`config.mk`:
```
export PLATFORM = sky130hd
export DESIGN_NAME = rr_arbiter_4
export DESIGN_NICKNAME = d
export VERILOG_FILES = /design/src/rtl/rr_arbiter_4_pkg.sv /design/src/rtl/arb_pick_4.sv /design/src/rtl/rr_arbiter_4.sv
export SDC_FILE = /design/constraint.sdc
export NUM_CORES = 1
export LEC_CHECK = 0
export CELL_PAD_IN_SITES_DETAIL_PLACEMENT = 0
export CELL_PAD_IN_SITES_GLOBAL_PLACEMENT = 1
export CORE_MARGIN = 4
export CORE_UTILIZATION = 39
export DETAILED_ROUTE_END_ITERATION = 12
export GPL_TIMING_DRIVEN = 0
export PLACE_DENSITY_LB_ADDON = 0.12
export SLEW_MARGIN = 10
export SYNTH_ARGS = -nofsm -noshare
export SYNTH_HDL_FRONTEND = slang
export SYNTH_SLANG_ARGS = --single-unit
```
`constraint.sdc`:
```
create_clock -name clk -period 2.5 [get_ports clk]
set_input_delay 0.375 -clock clk [delete_from_list [all_inputs] [get_ports clk]]
set_output_delay 0.375 -clock clk [all_outputs]
set_load 0.05 [all_outputs]
```
`src/rtl/rr_arbiter_4_pkg.sv`:
```
// Shared types and constants for the
// four-requester round-robin arbiter.
package rr_arbiter_4_pkg;

  typedef enum logic {
    ST_IDLE = 1'b0,
    ST_BUSY = 1'b1
  } arb_state_e;

  localparam string MODE_RR    = "RR";
  localparam string MODE_FIXED = "FIXED";

  localparam logic [7:0] HOLD_SAT = 8'd255;

  function automatic logic [3:0] onehot4(
    input logic [1:0] idx
  );
    onehot4 = 4'b0001 << idx;
  endfunction

endpackage

```
`src/rtl/arb_pick_4.sv`:
```
// Combinational winner select: rotating
// priority from ptr, or fixed req[3]-first.
module arb_pick_4 (
  input  logic [3:0] req,
  input  logic [1:0] ptr,
  input  logic       fixed,
  output logic [1:0] win_idx,
  output logic       win_valid
);

  logic [3:0] w_rot;
  logic [1:0] w_off;
  logic [1:0] w_hi;

  // rotate so that bit 0 is req[ptr]
  always_comb begin
    w_rot = req;
    unique case (ptr)
      2'd0: w_rot = req;
      2'd1: w_rot = {req[0], req[3:1]};
      2'd2: w_rot = {req[1:0], req[3:2]};
      2'd3: w_rot = {req[2:0], req[3]};
      default: w_rot = req;
    endcase
  end

  // lowest set bit of rotated vector
  always_comb begin
    w_off = 2'd0;
    if (w_rot[0])      w_off = 2'd0;
    else if (w_rot[1]) w_off = 2'd1;
    else if (w_rot[2]) w_off = 2'd2;
    else if (w_rot[3]) w_off = 2'd3;
  end

  // highest set bit for fixed priority
  always_comb begin
    w_hi = 2'd0;
    if (req[3])      w_hi = 2'd3;
    else if (req[2]) w_hi = 2'd2;
    else if (req[1]) w_hi = 2'd1;
    else             w_hi = 2'd0;
  end

  assign win_idx   = fixed ? w_hi
                           : w_off + ptr;
  assign win_valid = |req;

endmodule

```
`src/rtl/rr_arbiter_4.sv`:
```
// Four-requester arbiter: one owner per
// tenure, released on done, drop or limit.
module rr_arbiter_4
  import rr_arbiter_4_pkg::*;
#(
  parameter string       MODE     = "RR",
  parameter int unsigned MAX_HOLD = 16
) (
  input  logic       clk,
  input  logic       rst_n,
  input  logic [3:0] req,
  input  logic       done,
  output logic [3:0] grant,
  output logic [1:0] grant_idx,
  output logic       grant_valid,
  output logic       timeout
);

  localparam bit IS_FIXED =
    (MODE == MODE_FIXED);
  localparam bit HOLD_EN =
    (MAX_HOLD != 0);
  localparam logic [7:0] HOLD_LAST =
    HOLD_EN ? 8'(MAX_HOLD - 1) : 8'd0;

  arb_state_e r_state;
  arb_state_e w_state;
  logic [3:0] r_grant;
  logic [3:0] w_grant;
  logic [1:0] r_idx;
  logic [1:0] w_idx;
  logic       r_valid;
  logic       w_valid;
  logic       r_timeout;
  logic       w_timeout;
  logic [7:0] r_hold;
  logic [7:0] w_hold;
  logic [1:0] r_ptr;
  logic [1:0] w_ptr;

  logic [1:0] w_win_idx;
  logic       w_win_valid;
  logic       w_rel_drop;
  logic       w_rel_lim;
  logic       w_rel;

  arb_pick_4 u_pick (
    .req       (req),
    .ptr       (r_ptr),
    .fixed     (IS_FIXED),
    .win_idx   (w_win_idx),
    .win_valid (w_win_valid)
  );

  assign w_rel_drop = ~req[r_idx];
  assign w_rel_lim  = HOLD_EN &&
                      (r_hold == HOLD_LAST);
  assign w_rel      = done | w_rel_drop |
                      w_rel_lim;

  // next state, tenure tracking, outputs
  always_comb begin
    w_state   = r_state;
    w_grant   = r_grant;
    w_idx     = r_idx;
    w_valid   = r_valid;
    w_timeout = 1'b0;
    w_hold    = r_hold;
    w_ptr     = r_ptr;
    unique case (r_state)
      ST_IDLE: begin
        if (w_win_valid) begin
          w_state = ST_BUSY;
          w_grant = onehot4(w_win_idx);
          w_idx   = w_win_idx;
          w_valid = 1'b1;
          w_hold  = 8'd0;
        end
      end
      ST_BUSY: begin
        if (w_rel) begin
          w_state   = ST_IDLE;
          w_grant   = 4'b0000;
          w_idx     = 2'd0;
          w_valid   = 1'b0;
          w_hold    = 8'd0;
          w_timeout = w_rel_lim & ~done &
                      ~w_rel_drop;
          if (!IS_FIXED)
            w_ptr = r_idx + 2'd1;
        end else if (r_hold != HOLD_SAT) begin
          w_hold = r_hold + 8'd1;
        end
      end
      default: w_state = ST_IDLE;
    endcase
  end

  // registered state with sync reset
  always_ff @(posedge clk) begin
    if (!rst_n) begin
      r_state   <= ST_IDLE;
      r_grant   <= 4'b0000;
      r_idx     <= 2'd0;
      r_valid   <= 1'b0;
      r_timeout <= 1'b0;
      r_hold    <= 8'd0;
      r_ptr     <= 2'd0;
    end else begin
      r_state   <= w_state;
      r_grant   <= w_grant;
      r_idx     <= w_idx;
      r_valid   <= w_valid;
      r_timeout <= w_timeout;
      r_hold    <= w_hold;
      r_ptr     <= w_ptr;
    end
  end

  assign grant       = r_grant;
  assign grant_idx   = r_idx;
  assign grant_valid = r_valid;
  assign timeout     = r_timeout;

endmodule

```
# After elaboration in Yosys (flattened, before gate mapping)
# Cells that the tools add are included.
[classes] addsub=3 n_lt_le_gt_ge=1 n_eq_ne=8 n_shift=1 muxes=23 n_bitwise=7 n_reduce_logical=6
[ops] operator="8-bit 2-to-1 mux" count=3
[ops] operator="4-bit case mux with 4 select lines" count=1
[ops] operator="8-bit case mux with 2 select lines" count=1
[ops] operator="2-bit 2-to-1 mux" count=6
[ops] operator="8-bit by 1-bit adder with 8-bit output, second input constant" count=1
[ops] operator="8-bit by 4-bit equality test with 1-bit output, second input constant" count=1
[ops] operator="4-bit 2-to-1 mux" count=2
[ops] operator="8-bit != test, second input constant" count=1
[ops] operator="4-bit case mux with 2 select lines" count=1
[ops] operator="2-bit AND reduction" count=3
[ops] operator="1-bit 2-to-1 mux" count=5
[ops] operator="2-bit equality test, second input constant" count=2
[ops] operator="2-bit by 1-bit != test with 1-bit output, second input constant" count=2
[ops] operator="1-bit case mux with 2 select lines" count=2
[ops] operator="2-bit case mux with 2 select lines" count=1
[ops] operator="4-bit OR reduction" count=1
[ops] operator="1-bit by 2-bit left shift with 4-bit output, first input constant" count=1
[ops] operator="2-bit by 3-bit < comparator with 1-bit output, second input constant" count=1
[ops] operator="3-bit by 1-bit != test with 1-bit output, second input constant" count=1
[ops] operator="1-bit inverter" count=3
[ops] operator="3-bit AND reduction" count=1
[ops] operator="2-bit by 1-bit adder with 2-bit output, second input constant" count=1
[ops] operator="2-bit adder" count=1
[ops] operator="1-bit AND" count=2
[ops] operator="other kinds (4)" count=5
[totals] reg_bits=19 input_bits=7 out_inout_bits=8

# Depth between registers and ports, before layout
[logic_depth] depth_word=10 ltp_mapped=11

# By module
# A second synthesis with hierarchy kept.
[unflattened] cells_unflattened=129 area_unflattened_um2=1093.5
[by_module_without_submodules] mod="rr_arbiter_4" instances=1 cells_per_inst=97 area_per_inst_um2=903.4 seq_area_each_um2=380.4
[by_module_without_submodules] mod="arb_pick_4" instances=1 cells_per_inst=32 area_per_inst_um2=190.2 seq_area_each_um2=0.0

# Least setup slack after synthesis
# OpenSTA, ideal clock, no wires.
[synth_path] path_kind="reg-to-reg" startpoint="register r_idx[1], in the netlist grant_idx[1]" endpoint="register r_hold[1]" t_arrival_ns=1.821 t_required_ns=2.383 path_slack_ns=0.562 stages_incl_launch_ff=6 period_less_slack_ns=1.938 path_cell_list="dfxtp_1 > mux4_2 > nand4b_1 > nor2_2 > a21o_1 > a32o_1"
[synth_via] elab_chain_cells=7 word_cells_on_any_way=9 cone_classes="eq/ne (1); mux (4); bitwise (3); reduce/logical (1)"
[synth_rtl] item="from (decl)" line="rr_arbiter_4.sv:30" text="logic [1:0] r_idx;"
[synth_rtl] item="from (signal assigned)" line="rr_arbiter_4.sv:112" text="r_idx <= w_idx;"
[synth_rtl] item="1-bit binary-select mux with 2-bit select *" line="rr_arbiter_4.sv:55" text="assign w_rel_drop = ~req[r_idx];"
[synth_rtl] item="1-bit 2-to-1 mux (implied by the code) *" line="rr_arbiter_4.sv:55"
[synth_rtl] item="1-bit inverter *" line="rr_arbiter_4.sv:55"
[synth_rtl] item="1-bit bitwise OR * (2 in a row)" line="rr_arbiter_4.sv:58" text="assign w_rel = done | w_rel_drop |"
[synth_rtl] item="8-bit 2-to-1 mux or 3-bit by 1-bit != test with 1-bit output (tied branches)"
[synth_rtl] item="8-bit case mux with 2 select lines or 2-bit AND reduction (tied branches)"
[synth_rtl] item="to (signal assigned)" line="rr_arbiter_4.sv:115" text="r_hold <= w_hold;"
[synth_rtl] item="to (decl)" line="rr_arbiter_4.sv:36" text="logic [7:0] r_hold;"
# Every way passes the cells marked *; elsewhere a longest branch is shown, timed or not. The select of a mux whose other input is x is not followed.
# A chain may end at the register's enable or synchronous reset.

# Worst setup path after layout
[layout_path] startpoint="input port req[1]" endpoint="register r_grant[3], in the netlist grant[3]"
[layout_via] elab_chain_cells=9 word_cells_on_any_way=18 cone_classes="add/sub (1); eq/ne (2); shift (1); mux (9); bitwise (3); reduce/logical (2)"
[layout_rtl] item="from (decl)" line="rr_arbiter_4.sv:11" text="input logic [3:0] req,"
[layout_rtl] item="4-bit case mux with 4 select lines" line="arb_pick_4.sv:18" text="unique case (ptr)"
[layout_rtl] item="2-bit 2-to-1 mux" line="arb_pick_4.sv:33" text="else if (w_rot[3]) w_off = 2'd3;"
[layout_rtl] item="2-bit 2-to-1 mux" line="arb_pick_4.sv:32" text="else if (w_rot[2]) w_off = 2'd2;"
[layout_rtl] item="2-bit 2-to-1 mux" line="arb_pick_4.sv:31" text="else if (w_rot[1]) w_off = 2'd1;"
[layout_rtl] item="2-bit 2-to-1 mux" line="arb_pick_4.sv:30" text="if (w_rot[0]) w_off = 2'd0;"
[layout_rtl] item="2-bit adder" line="arb_pick_4.sv:46" text=": w_off + ptr;"
[layout_rtl] item="1-bit by 2-bit left shift with 4-bit output" line="rr_arbiter_4_pkg.sv:18" text="onehot4 = 4'b0001 << idx;"
[layout_rtl] item="4-bit 2-to-1 mux" line="rr_arbiter_4.sv:72" text="if (w_win_valid) begin"
[layout_rtl] item="4-bit case mux with 2 select lines" line="rr_arbiter_4.sv:70" text="unique case (r_state)"
[layout_rtl] item="to (signal assigned)" line="rr_arbiter_4.sv:111" text="r_grant <= w_grant;"
[layout_rtl] item="to (decl)" line="rr_arbiter_4.sv:28" text="logic [3:0] r_grant;"
# Several ways; a longest one is shown, not always the timed one. The select of a mux whose other input is x is not followed.

==> results.md <==
* Worst-path maximum fanout at 8
* Syn Nets at roughly 140
* Setup WS pre-CTS at 8.92 ps
* Total wire length at 2290 um
* Syn Area/Cell at 8.52 um2
* Netlist Area Pre-Place at between 1000 and 1500 um2
* DP HPWL at 1700 um
* Pwr dens at ~550 nW/um2
* Share of the yosys chip area belonging to registers at 35.4%
* Clock Path Buffers at 2
* Reg clk slew, reported paths at 110 ps
* CP top delay family: buffers and inverters
* Post-CTS setup buffer count at 0
* WL/cell at about 13 um
* Tot GR Track Use at 14.5%
* Antenna violations before repair at 0
* Layout cells sized above 1 at 11.2%
* Crit. End Element: flop
* Period utilization at 89.6%
* EDFF count, synth at 0
* Run status: finished, final reports clean
* Met2 wire length at 905 um
* DR vias at 975
* Kind of critical path: primary input to flop
* Worst slew margin at 66.5%
* Initial DRC count at 37
* RSZ-0062 raised after global routing: no
* IO Count at 15
* Highest Clock Rate at approximately 450 MHz
* Antenna Nets Post-Route at 0
* FF+latch count, synth at 19
* Actual slew at the worst max-slew pin at 501 ps
* Sink Count at 19
* VDD IR max at 392 uV
* Max stage delay on crit path at 630 ps
* Die Area at 3660 um2
* Max cap viols at 0
* Row count at 18
* Top Layer Used: met4
* Clock skew at roughly 1.5 ps
* Crit path buffers/inverters at 1
* Final instance area at 1270 um2
* CP arrival at 2450 ps
* Remaining DRCs at 0
* Final core occ at 49.9%
* Routability congestion estimate at 0.802
* Post-Synthesis Cells at around 130
* Largest net degree at the start of global routing at 12
* Post-synthesis cell type count at 39
* Number of CTS-inserted buffers at 3
* Final nets at 153
* Initial Utilization at 42.2%
* Worst Path Required at 2710 ps
* Ys async rst share at 0%
* Slowest CP cell: clkdlybuf4s50_1
* Main synth FF type: dfxtp_1
* Met1 WL at approximately 1200 um
* Die X at roughly 60 um
* Vias per inst at 5.64
* Yosys warnings at 0
* Fin. Hold Viols at 0
* Global-route wire length before repair at 4050 um
* Hold depth at 2
* CTS root buf: clkbuf_4
* Number of I/O port buffers at 13
* Worst path depth at 8
* CTS tree: built
* Hold Crit Class: flop to flop
* DIE HEIGHT at 60.5 um
* Core area at 2540 um2
* Met3 routed WL at 125 um
* Filler Cells Inserted at 255
* Global route total overflow at 0
* Post-DP Area at 1240 um2
* Final worst slack at 260 ps
* First-pass DRT Iterations at 4
* Number of global-route vias before repair at 904
* # diodes at 0
* Startpoint Class: primary input
* Pins Over Slew Limit at 0
* CTS Hold Buffers Added at 0
* Worst path cell trace: clkdlybuf4s50_1 > nor2_1 > or4_1 > o2111ai_1 > ha_1 > xor2_1 > nor3_1 > o31ai_1
* CTS resizes at 0
* Min Clock Period, post-route at 2240 ps
* Htree depth at 1
* Final Setup Violations at 0
* Pwr Total at 0.000701 W
* P_leak at about 0.49 nW
* Area grow syn2layout at 18.2%
* R2R cell count at 7
* Worst-Skew Late Latency at 290 ps
[final cells by class]
| type | count | area, um2 | share of cell area, % |
|---|---|---|---|
| Tap cell | 30 | 37.5 | 2.96 |
| Clock inverter | 1 | 5.00 | 0.394 |
| Multi-Input combinational cell | 101 | 668 | 52.7 |
| Sequential cell | 19 | 380 | 30.0 |
| Inverter | 3 | 11.3 | 0.888 |
| Timing Repair Buffer | 13 | 130 | 10.3 |
| Buffer | 3 | 13.8 | 1.08 |
| Clock buffer | 3 | 22.5 | 1.78 |
[cell families (layout without fill, tap and decap cells)]
family                     Yosys count  count (layout)  synth area share [%]
and+or+nand+nor                     60              60                  28.7
AOI/OAI and AO/OA                   28              28                  20.9
DFF                                 19              19                  35.4
xor gates and xnor gates             9               9                  7.34
buffers and inverters                6              23                  2.33
adders and majority gates            2               2                  2.33
muxes                                2               2                  3.03
[cells in the mapped netlist, types with 3 or more instances]
cell	n	area (um2)
dfxtp_1	19	380
nand2_1	14	52.6
nor2_1	14	52.6
nand3_1	9	45.0
xor2_1	6	52.6
nor3_1	5	25.0
o21ai_0	5	25.0
o31ai_1	4	30.0
a21oi_1	3	15.0
inv_1	3	11.3
nand4_1	3	18.8
nor2b_1	3	18.8
xnor2_1	3	26.3
[power breakdown]
group | internal [W] | switching (W) | leakage (nW)
logic | 0.0000784 | 0.000131 | 0.322
registers | 0.000322 | 0.0000163 | 0.155
clock network | 0.0000595 | 0.0000934 | 0.0177
[routing by layer]
metal,GRT usage (%),vias to the layer above
li1,-,500
met1,21.3,452
met2,21.1,21
met3,4.26,2
met4,2.79,0
met5,0,-
[final timing paths]
path | startpoint | to | slack [ps]
hold reg to reg | grant_valid | grant_valid | 460
setup / recovery | req[1] | grant[3] | 260
setup reg to reg | r_ptr[0] | grant[3] | 330
hold / removal | grant_valid | grant_valid | 460
[flip-flops by register name (all words and copies together) (netlist names)]
register and cells:
grant 4, grant_idx 2, grant_valid 1, r_hold 8, r_ptr 2, r_state 1, timeout 1
[tightest hold or removal path, stage by stage (launching register included)]
cell and delay, ps:
dfxtp_1 330, nand3_1 60, nand2_1 40
[through the flow]
step | setup TNS (ps) | std cells | hold slack [ps]
floorplan | 0 | 126 | 460
global placement | -12.7 | 169 | 446
detailed placement | 0 | 169 | 445
CTS | 0 | 173 | 465
global route | 0 | 173 | 488
finish | 0 | 173 | 461
[cells in the final DEF (no fill, tap or decap), types with 3 or more instances in the layout]
cell / n
dfxtp_1: 19
nor2_1: 14
nand2_1: 14
clkdlybuf4s50_1: 13
nand3_1: 9
xor2_1: 6
nor3_1: 5
o21ai_0: 5
o31ai_1: 4
a21oi_1: 3
inv_1: 3
nor2b_1: 3
nand4_1: 3
xnor2_1: 3
clkbuf_4: 3
Power figures use the tool's default switching activity.
